--- src/rtl/uart_tx_fifo.sv ---
// uart_tx_fifo: UART transmitter fed by a small circular write FIFO.
// Frames are start bit, DATA_BITS data bits LSB first, optional parity,
// then STOP_BITS stop bits, each bit held for CYCLES_PER_BIT clocks.
// Ports:
//   i_clk     system clock (rising edge)
//   i_rst_n   asynchronous active-low reset
//   i_wr_w    write strobe, one cycle per word
//   i_data_w  word to enqueue
//   o_full    FIFO full, writes dropped while high
//   o_level   words currently held in the FIFO
//   o_busy    frame in progress or FIFO non-empty
//   o_tx_w    serial line, idles high
module uart_tx_fifo #(
  parameter int unsigned CLOCK_RATE     = 50000000,
  parameter int unsigned BAUD_RATE      = 9600,
  parameter int unsigned DATA_BITS      = 8,
  parameter int unsigned CYCLES_PER_BIT = CLOCK_RATE / BAUD_RATE,
  parameter int unsigned PARITY         = 0,
  parameter int unsigned STOP_BITS      = 1,
  parameter int unsigned FIFO_DEPTH     = 4
) (
  input  logic                          i_clk,
  input  logic                          i_rst_n,
  input  logic                          i_wr_w,
  input  logic [DATA_BITS-1:0]          i_data_w,
  output logic                          o_full,
  output logic [$clog2(FIFO_DEPTH):0]   o_level,
  output logic                          o_busy,
  output logic                          o_tx_w
);

  localparam int unsigned AW = $clog2(FIFO_DEPTH);
  localparam int unsigned LW = AW + 1;
  localparam int unsigned CW = $clog2(CYCLES_PER_BIT);
  localparam int unsigned BW = $clog2(DATA_BITS);

  localparam logic [CW-1:0] CNT_MAX   = CW'(CYCLES_PER_BIT - 1);
  localparam logic [BW-1:0] BIT_LAST  = BW'(DATA_BITS - 1);
  localparam logic          STOP_LAST = 1'(STOP_BITS - 1);
  localparam logic [LW-1:0] LVL_FULL  = LW'(FIFO_DEPTH);

  typedef enum logic [2:0] {
    S_IDLE,
    S_START,
    S_DATA,
    S_PARITY,
    S_STOP
  } state_t;

  state_t                 state_q, state_n;
  logic [CW-1:0]          cnt_q, cnt_n;
  logic [BW-1:0]          bit_q, bit_n;
  logic                   stop_q, stop_n;
  logic [DATA_BITS-1:0]   shreg_q, shreg_n;
  logic                   par_q, par_n;
  logic                   tx_q, tx_n;
  logic [AW-1:0]          wr_ptr_q, wr_ptr_n;
  logic [AW-1:0]          rd_ptr_q, rd_ptr_n;
  logic [LW-1:0]          level_q, level_n;
  logic                   full_q, full_n;
  logic                   busy_q, busy_n;

  logic [DATA_BITS-1:0]   mem [FIFO_DEPTH];
  logic [DATA_BITS-1:0]   head;
  logic                   push;
  logic                   pop;
  logic                   bit_end;
  logic                   fifo_has_data;

  // Full comes from the registered level, so a same-cycle pop never frees a slot for a write.
  assign push          = i_wr_w & ~full_q;
  assign head          = mem[rd_ptr_q];
  assign bit_end       = (cnt_q == '0);
  assign fifo_has_data = (level_q != '0);

  // Next-state, datapath and FIFO bookkeeping.
  always_comb begin
    state_n  = state_q;
    cnt_n    = cnt_q;
    bit_n    = bit_q;
    stop_n   = stop_q;
    shreg_n  = shreg_q;
    par_n    = par_q;
    tx_n     = tx_q;
    pop      = 1'b0;

    case (state_q)
      S_IDLE: begin
        cnt_n = CNT_MAX;
        tx_n  = 1'b1;
        if (fifo_has_data) begin
          pop     = 1'b1;
          shreg_n = head;
          par_n   = ^head;
          tx_n    = 1'b0;
          state_n = S_START;
        end
      end

      S_START: begin
        if (bit_end) begin
          cnt_n   = CNT_MAX;
          bit_n   = '0;
          tx_n    = shreg_q[0];
          state_n = S_DATA;
        end else begin
          cnt_n = cnt_q - CW'(1);
        end
      end

      S_DATA: begin
        if (bit_end) begin
          cnt_n = CNT_MAX;
          if (bit_q == BIT_LAST) begin
            stop_n = 1'b0;
            if (PARITY != 0) begin
              // Even mode sends the data XOR, odd mode its inverse.
              tx_n    = (PARITY == 2) ? par_q : ~par_q;
              state_n = S_PARITY;
            end else begin
              tx_n    = 1'b1;
              state_n = S_STOP;
            end
          end else begin
            bit_n   = bit_q + BW'(1);
            tx_n    = shreg_q[1];
            shreg_n = shreg_q >> 1;
          end
        end else begin
          cnt_n = cnt_q - CW'(1);
        end
      end

      S_PARITY: begin
        if (bit_end) begin
          cnt_n   = CNT_MAX;
          stop_n  = 1'b0;
          tx_n    = 1'b1;
          state_n = S_STOP;
        end else begin
          cnt_n = cnt_q - CW'(1);
        end
      end

      S_STOP: begin
        if (bit_end) begin
          cnt_n = CNT_MAX;
          if (stop_q == STOP_LAST) begin
            // Chain straight into the next start bit when more words are queued.
            if (fifo_has_data) begin
              pop     = 1'b1;
              shreg_n = head;
              par_n   = ^head;
              tx_n    = 1'b0;
              state_n = S_START;
            end else begin
              tx_n    = 1'b1;
              state_n = S_IDLE;
            end
          end else begin
            stop_n = 1'b1;
          end
        end else begin
          cnt_n = cnt_q - CW'(1);
        end
      end

      default: begin
        cnt_n   = CNT_MAX;
        tx_n    = 1'b1;
        state_n = S_IDLE;
      end
    endcase

    wr_ptr_n = push ? (wr_ptr_q + AW'(1)) : wr_ptr_q;
    rd_ptr_n = pop  ? (rd_ptr_q + AW'(1)) : rd_ptr_q;
    level_n  = level_q + LW'(push) - LW'(pop);
    full_n   = (level_n == LVL_FULL);
    busy_n   = (state_n != S_IDLE) | (level_n != '0);
  end

  // Control and status registers.
  always_ff @(posedge i_clk or negedge i_rst_n) begin
    if (!i_rst_n) begin
      state_q  <= S_IDLE;
      cnt_q    <= CNT_MAX;
      bit_q    <= '0;
      stop_q   <= 1'b0;
      shreg_q  <= '0;
      par_q    <= 1'b0;
      tx_q     <= 1'b1;
      wr_ptr_q <= '0;
      rd_ptr_q <= '0;
      level_q  <= '0;
      full_q   <= 1'b0;
      busy_q   <= 1'b0;
    end else begin
      state_q  <= state_n;
      cnt_q    <= cnt_n;
      bit_q    <= bit_n;
      stop_q   <= stop_n;
      shreg_q  <= shreg_n;
      par_q    <= par_n;
      tx_q     <= tx_n;
      wr_ptr_q <= wr_ptr_n;
      rd_ptr_q <= rd_ptr_n;
      level_q  <= level_n;
      full_q   <= full_n;
      busy_q   <= busy_n;
    end
  end

  // FIFO storage, no reset needed since the level gates every read.
  always_ff @(posedge i_clk) begin
    if (push) begin
      mem[wr_ptr_q] <= i_data_w;
    end
  end

  assign o_full  = full_q;
  assign o_level = level_q;
  assign o_busy  = busy_q;
  assign o_tx_w  = tx_q;

endmodule

--- config.mk ---
export PLATFORM = sky130hd
export DESIGN_NAME = uart_tx_fifo
export DESIGN_NICKNAME = d
export VERILOG_FILES = /design/src/rtl/uart_tx_fifo.sv
export SDC_FILE = /design/constraint.sdc
export NUM_CORES = 1
export LEC_CHECK = 0
export ABC_AREA = 1
export CORE_AREA = 2 2 94 96
export DETAILED_ROUTE_END_ITERATION = 10
export DIE_AREA = 0 0 96 98
export GPL_TIMING_DRIVEN = 0
export MAX_ROUTING_LAYER = met4
export PLACE_DENSITY = 0.6
export SYNTH_ARGS = -nofsm -noshare
export SYNTH_HDL_FRONTEND = slang
export SYNTH_SLANG_ARGS = --single-unit
--- constraint.sdc ---
create_clock -name i_clk -period 2.66 [get_ports i_clk]
set_input_delay 0.399 -clock i_clk [delete_from_list [all_inputs] [get_ports i_clk]]
set_output_delay 0.399 -clock i_clk [all_outputs]
set_load 0.02 [all_outputs]
=== Yosys cells after proc, flatten, opt, wreduce, memory -nomap -nowiden ===
Memories as Yosys holds them, arrays and structs flattened.
Cells that the tools add are included.

* Register bits after elaboration: 38
* Bits in latches: 0
* RAM bits: 32
* ROM bits: 0
* Input bits: 11
* Output and inout port bits: 6
* Logic and storage cells: 88
* Memories: 1

* $add $sub $neg: 6
* $mul: 0
* Divide/modulo/power cells: 0
* Magnitude comparators: 0
* Eq/ne operators: 13
* Shift-type cells: 0
* Multiplexer cells: 41
* Bitwise gates (word level): 3
* Reduce and logical (&&, ||, !) cells: 13

{| class="wikitable"
|+ Memories
! name !! words !! width !! rd ports !! clocked after memory_dff !! wr ports !! RTL line !! text
|-
| mem || 4 || 8 || 1 || 0 || 1 || 63 || <nowiki>logic [DATA_BITS-1:0] mem [FIFO_DEPTH];</nowiki>
|}

{| class="wikitable"
|+ Operators with widths
! kind !! count
|-
| $mux W8 || 5
|-
| $mux W3 || 10
|-
| $mux W13 || 2
|-
| $pmux W8 S3 || 1
|-
| $mux W1 || 18
|-
| $pmux W3 S5 || 1
|-
| $reduce_and A5 Y1 || 3
|-
| $reduce_bool A3 Y1 || 5
|-
| $ne A2 B2 Y1 const B || 7
|-
| $logic_not A13 Y1 || 1
|-
| $sub A13 B1 Y13 const B || 1
|-
| $eq A3 B3 Y1 const B || 3
|-
| $eq A3 B2 Y1 const B || 2
|-
| $pmux W3 S2 || 1
|-
| $pmux W1 S5 || 1
|-
| $add A2 B1 Y2 const B || 2
|-
| $reduce_and A4 Y1 || 1
|-
| $reduce_or A4 Y1 || 1
|-
| $add A3 B1 Y3 || 1
|-
| $add A3 B1 Y3 const B || 1
|-
| $eq A3 B1 Y1 const B || 1
|-
| $logic_not A3 Y1 || 1
|-
| $pmux W1 S3 || 1
|-
| $sub A3 B1 Y3 || 1
|-
| other kinds (5) || 5
|}

=== Depth between registers and ports, before layout ===
Gate-level depths: netlist of the first run.

* Depth in word-level cells: 8
* Gate-level depth with buffers: 17

=== Least setup slack after synthesis of the first run ===
No wires, ideal clock.

* Path kind: flip-flop to flip-flop
* From: register cnt_q[0]
* To: register busy_q, in the netlist o_busy
* Data arrival time: 2.707 ns
* Data required time: 2.533 ns
* Slack: -0.174 ns
* Stages on the path, launching flop included: 18
* Path buffers: 0
* Period minus slack after synthesis: 2.834 ns
* Path through: dfstp_2 inv_1 ha_1 nand2_2 nor2_8 nand2_4 nand2_2 nand2_2 clkinv_2 ha_1 inv_1 ha_1 inv_1 fa_1 xnor2_1 xor2_1 nor3_1 nand3_1

* Longest elaborated chain between the ends: 6

{| class="wikitable"
|+ RTL lines
! what !! RTL line !! text
|-
| start, declared || 51 || <nowiki>logic [CW-1:0] cnt_q, cnt_n;</nowiki>
|-
| start signal, assigned || 199 || <nowiki>cnt_q <= cnt_n;</nowiki>
|-
| $logic_not A13 Y1 || 73 || <nowiki>assign bit_end = (cnt_q == '0);</nowiki>
|-
| $mux W1 || 146 || <nowiki>if (bit_end) begin</nowiki>
|-
| $pmux W1 S2 || 87 || <nowiki>case (state_q)</nowiki>
|-
| named net pop || 66 || <nowiki>logic pop;</nowiki>
|-
| $sub A3 B1 Y3 || 177 || <nowiki>level_n = level_q + LW'(push) - LW'(pop);</nowiki>
|-
| named net level_n[2] || 59 || <nowiki>logic [LW-1:0] level_q, level_n;</nowiki>
|-
| $reduce_bool A3 Y1 || 179 || <nowiki>busy_n = (state_n != S_IDLE) | (level_n != '0);</nowiki>
|-
| $or A1 B1 Y1 || 179 ||
|-
| named net busy_n || 61 || <nowiki>logic busy_q, busy_n;</nowiki>
|-
| end signal, assigned || 209 || <nowiki>busy_q <= busy_n;</nowiki>
|-
| end, declared || 61 ||
|}

The timed path passes the listed nets, and every way through them passes these cells.
A chain may end at the register's enable or synchronous reset.

=== Worst setup path in the final report of the first run ===
* From: register cnt_q[0]
* To: register full_q, in the netlist o_full

* Longest elaborated chain between the ends: 5

{| class="wikitable"
|+ RTL lines
! what !! RTL line !! text
|-
| $logic_not A13 Y1 || 73 ||
|-
| $mux W1 || 146 ||
|-
| $pmux W1 S2 || 87 ||
|-
| named net pop || 66 ||
|-
| $sub A3 B1 Y3 || 177 ||
|-
| named net level_n[2] || 59 ||
|-
| $eq A3 B3 Y1 || 178 || <nowiki>full_n = (level_n == LVL_FULL);</nowiki>
|-
| named net full_n || 60 || <nowiki>logic full_q, full_n;</nowiki>
|-
| end signal, assigned || 208 || <nowiki>full_q <= full_n;</nowiki>
|-
| end, declared || 60 ||
|}

The timed path passes the listed nets, and every way through them passes these cells.

==> results of run 1 <==
==> path summary, 6_finish.rpt <==
| check | from | endpoint | slack [ns] | cells after the start |
|---|---|---|---|---|
| setup / recovery | cnt_q[0] | o_full | 0.11 | 16 |
| hold / removal | i_rst_n | cnt_q[3] | 0.16 | 1 |
| setup reg to reg | cnt_q[0] | o_full | 0.11 | 16 |
| hold reg to reg | o_tx_w | o_tx_w | 0.47 | 2 |
| max in group asynchronous | i_rst_n | rd_ptr_q[0] | 1.97 | 1 |
| min in group i_clk | o_tx_w | o_tx_w | 0.47 | 2 |
==> metal layers <==
metal  share of wire (%)  track usage (%)
met1                  46             19.0
met2                  49             22.4
met3                 3.1             3.47
met4                 1.8             7.03
met5                   0                -
==> worst max-delay path, stage by stage (launching register included) <==
cell and delay, ns:
dfstp_2 0.56, inv_4 0.04, ha_4 0.15, nand2_4 0.08, nor2_8 0.06, nand2_8 0.06, nand2_4 0.05, nand2_4 0.08
clkinv_4 0.05, ha_4 0.20, inv_2 0.06, ha_4 0.12, inv_2 0.03, fa_2 0.34, xnor2_2 0.18, xor2_2 0.20
nor3b_2 0.20
==> cells in the mapped netlist (2+ instances only) <==
library cell	count	area (sq um)
inv_2	3	11.3
nor3b_1	2	15.0
nand2_2	6	37.5
nor3_1	3	15.0
xnor2_1	3	26.3
nand2_1	89	334
nand2_4	4	45.0
nand3_2	3	30.0
edfxtp_1	32	961
dfrtp_1	29	726
dfstp_2	8	210
nand4_1	2	12.5
buf_6	2	22.5
nor2_2	2	12.5
ha_1	9	113
nor2_1	27	101
o21ai_0	11	55.1
inv_1	27	101
buf_2	2	10.0
inv_4	2	12.5
nand3_1	37	185
xor2_1	4	35.0
a21oi_1	6	30.0
nand4_4	2	42.5
==> logic make-up (layout without fill, tap and decap cells) <==
kind of cell    count (synthesis)  count (layout)
compound gates                 21              21
xor+xnor                        7               7
fa+ha+maj                      10              10
buf+inv                        40              83
flops                          69              69
simple gates                  182             182
==> metrics by stage <==
step / TNS [ns] / setup WS, ns
global route: -0.0221 / -0.0167
CTS: 0 / 0.00327
detailed placement: -0.272 / -0.146
floorplan: 0 / 0.0271
finish: 0 / 0.114
global placement: -0.241 / -0.128
==> sequential cells by signal, indices dropped and copies added, names as in the netlist, 2 cells and up <==
signal / flops
cnt_q: 13
o_level: 3
shreg_q: 8
bit_q: 3
wr_ptr_q: 2
state_q: 3
rd_ptr_q: 2
mem: 32
==> power groups by stage <==
stage | logic (mW) | registers (mW) | clock network, mW
global placement | 0.411 | 1.34 | 0
floorplan | 0.233 | 1.36 | 0
CTS | 0.451 | 1.32 | 0.858
detailed placement | 0.418 | 1.34 | 0
finish | 0.477 | 1.33 | 0.840
global route | 0.539 | 1.34 | 0.912
==> timing repair <==
item,4_1_cts,5_1_grt
cloned,0,0
endpoints found under the setup margin,2,2
gates resized for setup,8,5
buffers inserted,8,3
pin swaps,8,7
==> cell type report <==
type	instances	share of cell area, %
inverters	34	3.55
multi-input cells	220	33.0
clock buffers	9	3.14
flip-flops and latches	69	48.0
repair buffers	27	6.02
well taps	108	3.42
plain buffers	6	1.11
clock inverters	7	1.68
==> metrics.md, run 1 <==
| Metric | Value |
|---|---|
| Post-layout util | 46.6% |
| Yosys warnings | 0 |
| I/O pins | 17 |
| Logic pwr share | 18.1% |
| Worst-path clk slew | about 0.080 ns |
| P_sw | 0.754 mW |
| Initial antenna violation count | 0 |
| Min Tclk post-route | 2.55 ns |
| PD cells | 670 mW/mm^2 |
| Internal power | 1.89 mW |
| Pin count of the biggest net entering global routing | 38 |
| Vias in the first global route | 2,226 |
| Final Hold Viols | 0 |
| Global Route Usage Sum | between 10 and 15% |
| First-pass DRT Iterations | 4 |
| Req. time, crit path | 2.93 ns |
| Clock Skew | 0.00544 ns |
| HPWL Detailed | 4040 um |
| DP Area | roughly 0.0036 sq mm |
| Nets | slightly below 400 |
| DRT Wirelength | 6070 um |
| Wirelength per Cell | 12.7 um |
| Worst setup EP type | register |
| Most frequent cells in the layout | 89 x nand2_1, 37 x nand3_1, 32 x edfxtp_1, 29 x dfrtp_1, 26 x nor2_1 |
| Die Width | 96 um |
| Num CTS Buffers | 9 |
| Sequential cell area fraction in the yosys report | 57.7% |
| Vias post-DR | 2,272 |
| Slew Limit Fails | 0 |
| Post-route insts no fill | 480 |
| Clock Latency Late Sink | 0.35 ns |
| Peak supply drop | 0.337 mV |
| Multi-input logic area | 0.00131 sq mm |
| Mapped Nets | 350 |
| Global-route wire length before repair | around 10,000 um |
| Cell count after synthesis | 329 |
| Critical path type | reg2reg |
| Sw frac | between 20% and 30% |
| DRC | 0 |
| Detail Route Antenna Nets | 0 |
| Most common cell after layout, fill and taps aside | nand2_1 |
| Maximum Capacitance Violations | 0 |
| IO Port Bufs | 16 |
| Register Area | 0.00190 sq mm |
| Status | completed |
| Htree depth | 3 |
| # placed instances | roughly 450 |
| Hold slack | 0.155 ns |
| Worst-path fanout max | 3 |
| Die Footprint | 0.00941 sq mm |
| Fillers | 782 |
| Power share of the sequential group | 50.2% |
| Synth async-reset ratio | 53.6% |
| GP Congestion | 0.785 |
| Startpoint Class | register |
| Hold Buf Count CTS | 0 |
| Initial DRC Count | 134 |
| Post-Synth XOR/XNOR Area | 1.86% |
| Sink Count | between 60 and 70 |
| Syn-to-layout area delta | 20.1% |
| Top achievable clock speed | about 390 MHz |
| Initial Util | 38.8% |
| Relative slew slack | 43.2% |
| Multiplexer share of the synthesized area | 0% |
| Synth Area in Simple Gates | 27.6% |
| Design area | a little under 0.004 sq mm |
| Syn avg cell area | between 9 and 10 sq um |
| WP data arrival | 2.81 ns |
| Pleak | approximately 1.7 nW |
| Clock power frac | around a third |
| Final period util | 95.7% |
| Post-synth EDFFs | 32 |
| Share of layout cells above drive strength 1 | 21.5% |
| Antenna diode count | 0 |
| Die span in y | 98 um |
| DR vias/cell | 4.73 |
| Compound-Gate Fraction of Synth Area | 3.42% |
| Row Count | 34 |
| Max clock buf depth | 2 |
| Synth cell types | 38 |
| TritonCTS clock tree | built |
| Core area | about 0.0085 sq mm |
| Root Driver | clkbuf_8 |
| Adder-Cell Fraction of Synth Area | 4.03% |
| Register bit count reported by yosys | 69 |
| Gr ovfl total | 0 |
| Synth Flop Type | edfxtp_1 |
| Largest family of logic cells by synthesized area | simple AND/OR/NAND/NOR gates |
| Worst-margin pin slew | 0.853 ns |
| Total chip power | 2.64 mW |
| Synthesized cell area | 0.00329 sq mm |
| Min-Delay Path Class | in2async |
| Setup violations, final | 0 |
(Power assumes the default switching activity.)
==> run 2, diff against run 1 <==
--- a/config.mk
+++ b/config.mk
@@ -10,8 +10,10 @@
 export DETAILED_ROUTE_END_ITERATION = 10
 export DIE_AREA = 0 0 96 98
 export GPL_TIMING_DRIVEN = 0
+export HOLD_SLACK_MARGIN = 0.03
 export MAX_ROUTING_LAYER = met4
 export PLACE_DENSITY = 0.6
+export SETUP_SLACK_MARGIN = 0.05
 export SYNTH_ARGS = -nofsm -noshare
 export SYNTH_HDL_FRONTEND = slang
 export SYNTH_SLANG_ARGS = --single-unit
==> run 2 against run 1 <==
  * Clock skew grew 0.0044 ns
  * Critical endpoint is now o_busy
  * Clock-buffer cell count unchanged
  * Global-route usage rose by 0.52 points
  * Final cell count rose by 0.42%
  * Hold slack improved by 0.31 ns
  * Largest cell class unchanged
==> metrics.md, run 2 (synthesized netlist as in run 1, its figures left out) <==
| Metric | Value |
|---|---|
| Share of layout cells above drive strength 1 | 21.9% |
| RSZ-0062 raised after global routing | true |
| Clock Latency Late Sink | 0.35 ns |
| WP data arrival | between 2 and 3 ns |
| P_sw | 0.782 mW |
| GP Congestion | 0.802 |
| I/O pins | 17 |
| Vias in the first global route | 2,345 |
| Setup Slack @ Placement | -0.137 ns |
| Total chip power | 2.68 mW |
| Worst-path fanout max | 3 |
| Clock power frac | 32.2% |
| Final period util | between 90% and 100% |
| Gr ovfl total | 0 |
| DRT Wirelength | 6310 um |
| Syn-to-layout area delta | 21.4% |
| Worst-margin pin slew | 0.799 ns |
| # placed instances | 454 |
| PD cells | 672 mW/mm^2 |
| Antenna diode count | 0 |
| FF-to-FF path depth | 17 |
| Worst-path clk slew | roughly 0.08 ns |
| Post-route insts no fill | just under 500 |
| Hold wc startpoint | cnt_q[0] |
| Busiest layer in global routing | met2 |
| Sw frac | 29.1% |
| Power share of the sequential group | 49.5% |
| Hold Crit Depth | 1 |
| Max incr delay on CP | 0.54 ns |
| Maximum Capacitance Violations | 0 |
| Largest register FFs | 32 |
| Sink Count | 69 |
| Final setup margin | between 0.05 and 0.06 ns |
| Top achievable clock speed | 383 MHz |
| Initial Util | between 30% and 40% |
| Max clock buf depth | 2 |
| Pin count of the biggest net entering global routing | 38 |
| Clock Skew | approximately 0.0099 ns |
| Setup violations, final | 0 |
| TritonCTS clock tree | built |
| Internal power | 1.90 mW |
| Peak supply drop | approximately 0.47 mV |
| Biggest register | mem |
| Design area | around 0.004 sq mm |
| Initial DRC Count | 100 |
| Largest registers | mem x32, cnt_q x13, shreg_q x8 |
| IO Port Bufs | 16 |
| DP Area | 0.00367 sq mm |
| Crit-path slowest cell | dfstp_2 |
| Multi-input logic area | roughly 0.0013 sq mm |
| Row Count | 34 |
| Die Footprint | about 0.0094 sq mm |
| Global Route Usage Sum | 15.5% |
| DRC | 0 |
| Vias post-DR | about 2,300 |
| First-pass DRT Iterations | 4 |
| R2r endpoint | o_busy |
| CP Cell Sequence | inv_2, ha_4, nand2_4, nor2_8, nand2_8, nand2_4, nand2_4, clkinv_4, ha_4, inv_2, ha_4, inv_2, fa_2, xnor2_2, xor2_2, nor3_2, nand3_1 |
| FF-to-FF Start | cnt_q[1] |
| Worst setup EP type | register |
| Most frequent cells in the layout | 89 x nand2_1, 37 x nand3_1, 32 x edfxtp_1, 29 x dfrtp_1, 27 x nor2_1 |
| Die span in y | 98 um |
| Critical path type | reg2reg |
| Setup TNS | 0 ns |
| Final Hold Viols | 0 |
| Hold EP | cnt_q[0] |
| Core area | 0.00847 sq mm |
| Fillers | 792 |
| HPWL Detailed | about 4200 um |
| Min Tclk post-route | 2.61 ns |
| Status | completed |
| Wirelength per Cell | around 13 um |
| Met1 Use GR | around 19% |
| Num CTS Buffers | 9 |
| Nets | 390 |
| DR vias/cell | 4.83 |
| Min-Delay Path Class | reg2reg |
| Global-route wire length before repair | roughly 11,000 um |
| Slew Limit Fails | 0 |
| Startpoint Class | register |
| Most common cell after layout, fill and taps aside | nand2_1 |
| Initial antenna violation count | 0 |
| Logic pwr share | 18.3% |
| Register Area | 0.00190 sq mm |
| Detail Route Antenna Nets | 0 |
| Pleak | roughly 1.7 nW |
| Post-layout util | 47.2% |
| GR Util met2 | 24.3% |
| Hold slack | between 0.4 and 0.5 ns |
| Die Width | about 96 um |
| Req. time, crit path | 2.89 ns |
| Routing usage on met3 | 3.70% |
| Flop2flop setup slack | slightly above 0.05 ns |
| Relative slew slack | 46.5% |
| Htree depth | 3 |
| Root Driver | clkbuf_8 |
[run 2: what timing repair did]
item / in CTS / in global routing
resized for setup: 0 / 5
hold buffers: 1 / 0
pin swaps: 8 / 10
setup endpoints to repair: 2 / 2
buffers inserted: 8 / 3
endpoints found under the hold margin: 29 / 0
gates cloned: 0 / 0
[run 2: power by group through the flow]
stage,registers (mW),logic (mW),clock network [mW]
floorplan,1.37,0.261,0
global placement,1.35,0.444,0
detailed placement,1.35,0.454,0
CTS,1.33,0.458,0.879
global route,1.34,0.559,0.923
finish,1.33,0.491,0.865
[run 2: how the worst max path moves through the flow]
| stage | startpoint | end | slack, ns | depth (start not counted) |
|---|---|---|---|---|
| after floorplan | cnt_q[0] | o_busy | 0.05 | 17 |
| after global placement | cnt_q[0] | o_busy | -0.13 | 17 |
| after detailed placement | cnt_q[0] | o_busy | -0.14 | 17 |
| after CTS | cnt_q[0] | o_busy | -0.01 | 17 |
| after global routing | cnt_q[1] | o_busy | -0.08 | 17 |
| final | cnt_q[1] | o_busy | 0.05 | 17 |
[run 2: worst max-delay path: cells and delay by family, from the launching register on]
family                   cells  cell delay [ns]
adder cells (fa/ha/maj)      4             0.84
flip-flops                   1             0.54
buffers and inverters        4             0.19
XOR/XNOR                     2             0.32
AND/OR/NAND/NOR              7             0.60
[run 2: final cells by class]
type | count | area share [%]
tap | 108 | 3.38
sequential | 69 | 47.5
clock buffer | 9 | 3.10
clock inverter | 7 | 1.91
inverter | 34 | 3.45
buffer | 6 | 1.10
timing repair buffer | 29 | 6.71
multi-input combinational | 220 | 32.8
[run 2: layer usage]
layer / vias to the layer above / share of wire [%]
li1: 1160 / -
met1: 1120 / 47
met2: 38 / 49
met3: 11 / 3.3
met4: 0 / 1.4
met5: - / 0
==> run 3, diff against run 2 <==
--- a/config.mk
+++ b/config.mk
@@ -12,7 +12,7 @@
 export GPL_TIMING_DRIVEN = 0
 export HOLD_SLACK_MARGIN = 0.03
 export MAX_ROUTING_LAYER = met4
-export PLACE_DENSITY = 0.6
+export PLACE_DENSITY = 0.58
 export SETUP_SLACK_MARGIN = 0.05
 export SYNTH_ARGS = -nofsm -noshare
 export SYNTH_HDL_FRONTEND = slang
==> constraint.sdc (replaced) <==
create_clock -name i_clk -period 2.7 [get_ports i_clk]
set_input_delay 0.405 -clock i_clk [delete_from_list [all_inputs] [get_ports i_clk]]
set_output_delay 0.405 -clock i_clk [all_outputs]
set_load 0.02 [all_outputs]
==> run 3 against run 2 <==
  * Critical path depth fell by 1
  * Register-to-register slack improved by 0.12 ns
  * Hold slack got worse by 0.30 ns
  * Largest power group unchanged
  * First-iteration DRC count fell by 8.0%
  * Final area fell by 0.72%
  * Clock power rose by 17%
  * Clock-buffer cell count did not move
==> metrics.md, run 3 (synthesized netlist as in run 1, its figures left out) <==
| Metric | Value |
|---|---|
| Hold slack | 0.160 ns |
| Min-Delay Path Class | in2async |
| Crit-path slowest cell | dfstp_2 |
| Setup violations, final | 0 |
| Initial Util | 38.8% |
| DRC | 0 |
| M1 wire length | 2710 um |
| Routed wl met3 | 156 um |
| Min Tclk post-route | 2.52 ns |
| Req. time, crit path | between 2 and 3 ns |
| Post-route insts no fill | 476 |
| P_sw | 0.736 mW |
| Clock Skew | 0.00449 ns |
| Worst-margin pin slew | ~0.85 ns |
| Top Layer Used | met4 |
| Total chip power | 2.79 mW |
| Setup Slack @ Placement | -0.124 ns |
| Worst setup EP type | register |
| # placed instances | 453 |
| Top achievable clock speed | 396 MHz |
| Clock Latency Late Sink | 0.35 ns |
| Wirelength per Cell | 12.6 um |
| Largest registers | mem x32, cnt_q x13, shreg_q x8 |
| Sink Count | 69 |
| DRT Wirelength | 6010 um |
| Status | completed |
| Final period util | 93.5% |
| FF-to-FF path depth | 16 |
| TritonCTS clock tree | built |
| Pleak | 1.68 nW |
| Worst-path fanout max | 3 |
| Final Hold Viols | 0 |
| Sw frac | 26.4% |
| Fillers | 799 |
| Max incr delay on CP | 0.54 ns |
| Largest register FFs | 32 |
| Share of layout cells above drive strength 1 | about a fifth |
| End point of the critical path | o_full |
| Num CTS Buffers | 9 |
| Biggest register | mem |
| Die Width | 96 um |
| Power share of the sequential group | 46.9% |
| Detail Route Antenna Nets | 0 |
| Maximum Capacitance Violations | 0 |
| Global-route wire length before repair | between 10,000 and 15,000 um |
| Multi-input logic area | 0.00130 sq mm |
| Gr ovfl total | 0 |
| Vias post-DR | between 2,000 and 2,500 |
| Startpoint Class | register |
| Antenna diode count | 0 |
| Crit path launch | cnt_q[0] |
| Peak supply drop | 0.454 mV |
| FF-to-FF Start | cnt_q[0] |
| RSZ-0062 raised after global routing | true |
| R2r endpoint | o_full |
| CP Cell Sequence | inv_2, ha_4, nand2_4, nor2_8, nand2_8, nand2_4, nand2_4, clkinv_4, ha_4, inv_4, ha_4, inv_2, fa_2, xnor2_2, xor2_2, nor3b_2 |
| Initial antenna violation count | 0 |
| Critical path type | reg2reg |
| IO Port Bufs | 16 |
| Nets | 384 |
| First-pass DRT Iterations | 4 |
| Pin count of the biggest net entering global routing | 38 |
| Die Footprint | about 0.0094 sq mm |
| Htree depth | 3 |
| Row Count | 34 |
| I/O pins | 17 |
| GP Congestion | ~0.76 |
| Slew Limit Fails | 0 |
| Syn-to-layout area delta | 20.5% |
| Relative slew slack | between 40% and 50% |
| HPWL Detailed | 4080 um |
| Logic pwr share | 16.9% |
| Initial DRC Count | 92 |
| Vias in the first global route | about 2,100 |
| Final setup margin | 0.177 ns |
| Internal power | between 2 and 2.5 mW |
| Clock power frac | 36.2% |
| Register Area | ~0.0019 sq mm |
| Max clock buf depth | 2 |
| Global Route Usage Sum | 14.8% |
| Die span in y | 98 um |
| Core area | 0.00847 sq mm |
| Met2 Wirelength | 3020 um |
| Root Driver | clkbuf_8 |
| Flop2flop setup slack | 0.18 ns |
| DR vias/cell | 4.71 |
| Most common cell after layout, fill and taps aside | nand2_1 |
| WP data arrival | 2.80 ns |
| Worst-path clk slew | 0.07 ns |
| Most frequent cells in the layout | 89 x nand2_1, 37 x nand3_1, 32 x edfxtp_1, 29 x dfrtp_1, 27 x nor2_1 |
| PD cells | roughly 700 mW/mm^2 |
==> run 3: timing repair <==
item	4_1_cts	5_1_grt
cloned	0	0
buffers inserted	7	0
pin swaps	8	5
setup endpoints to repair	2	2
resized for setup	4	8
hold buffers	0	0
==> run 3: power by group through the flow <==
stage | registers [mW] | logic (mW) | clock network [mW]
4_1_cts | 1.30 | 0.439 | 1.03
3_3_place_gp | 1.32 | 0.406 | 0
6_report | 1.31 | 0.472 | 1.01
2_1_floorplan | 1.34 | 0.230 | 0
5_1_grt | 1.32 | 0.530 | 1.09
3_5_place_dp | 1.32 | 0.410 | 0
==> run 3: cell type report <==
type,count,share of cell area (%)
Sequential cell,69,47.9
Multi-Input combinational cell,220,32.9
Timing Repair Buffer,23,5.24
Inverter,34,3.54
Tap cell,108,3.41
Clock buffer,9,3.13
Clock inverter,7,2.87
Buffer,6,1.10
==> run 3: metrics by stage <==
| stage | TNS (ns) | cell area, sq um | util (%) |
|---|---|---|---|
| CTS | 0 | 3940 | 46.5 |
| detailed placement | -0.244 | 3620 | 42.7 |
| finish | 0 | 3960 | 46.8 |
| floorplan | 0 | 3330 | - |
| global route | 0 | 3960 | 46.8 |
| global placement | -0.166 | 3620 | 42.8 |
==> run 3: worst max-delay path, delay by kind of cell (launching register included) <==
kind	cells	cell delay (ns)
buffers and inverters	4	0.18
XOR/XNOR	2	0.39
flip-flops	1	0.54
AND/OR/NAND/NOR	6	0.51
adder cells (fa/ha/maj)	4	0.83
==> run 3: per-layer routing <==
layer,global-route usage [%],vias to the layer above
met3,3.94,10
met5,-,-
li1,-,1148
met4,5.93,0
met1,18.1,1060
met2,23.0,25
==> run 3: worst min path at each step <==
stage                   from    endpoint  slack [ns]  depth (start not counted)
detailed placement  cnt_q[0]    cnt_q[0]        0.45                          1
global placement    cnt_q[0]    cnt_q[0]        0.44                          1
global route         i_rst_n  o_level[1]        0.22                          1
finish               i_rst_n  state_q[1]        0.16                          1
floorplan            i_rst_n    bit_q[0]        0.11                          0
CTS                  i_rst_n    cnt_q[5]        0.19                          1
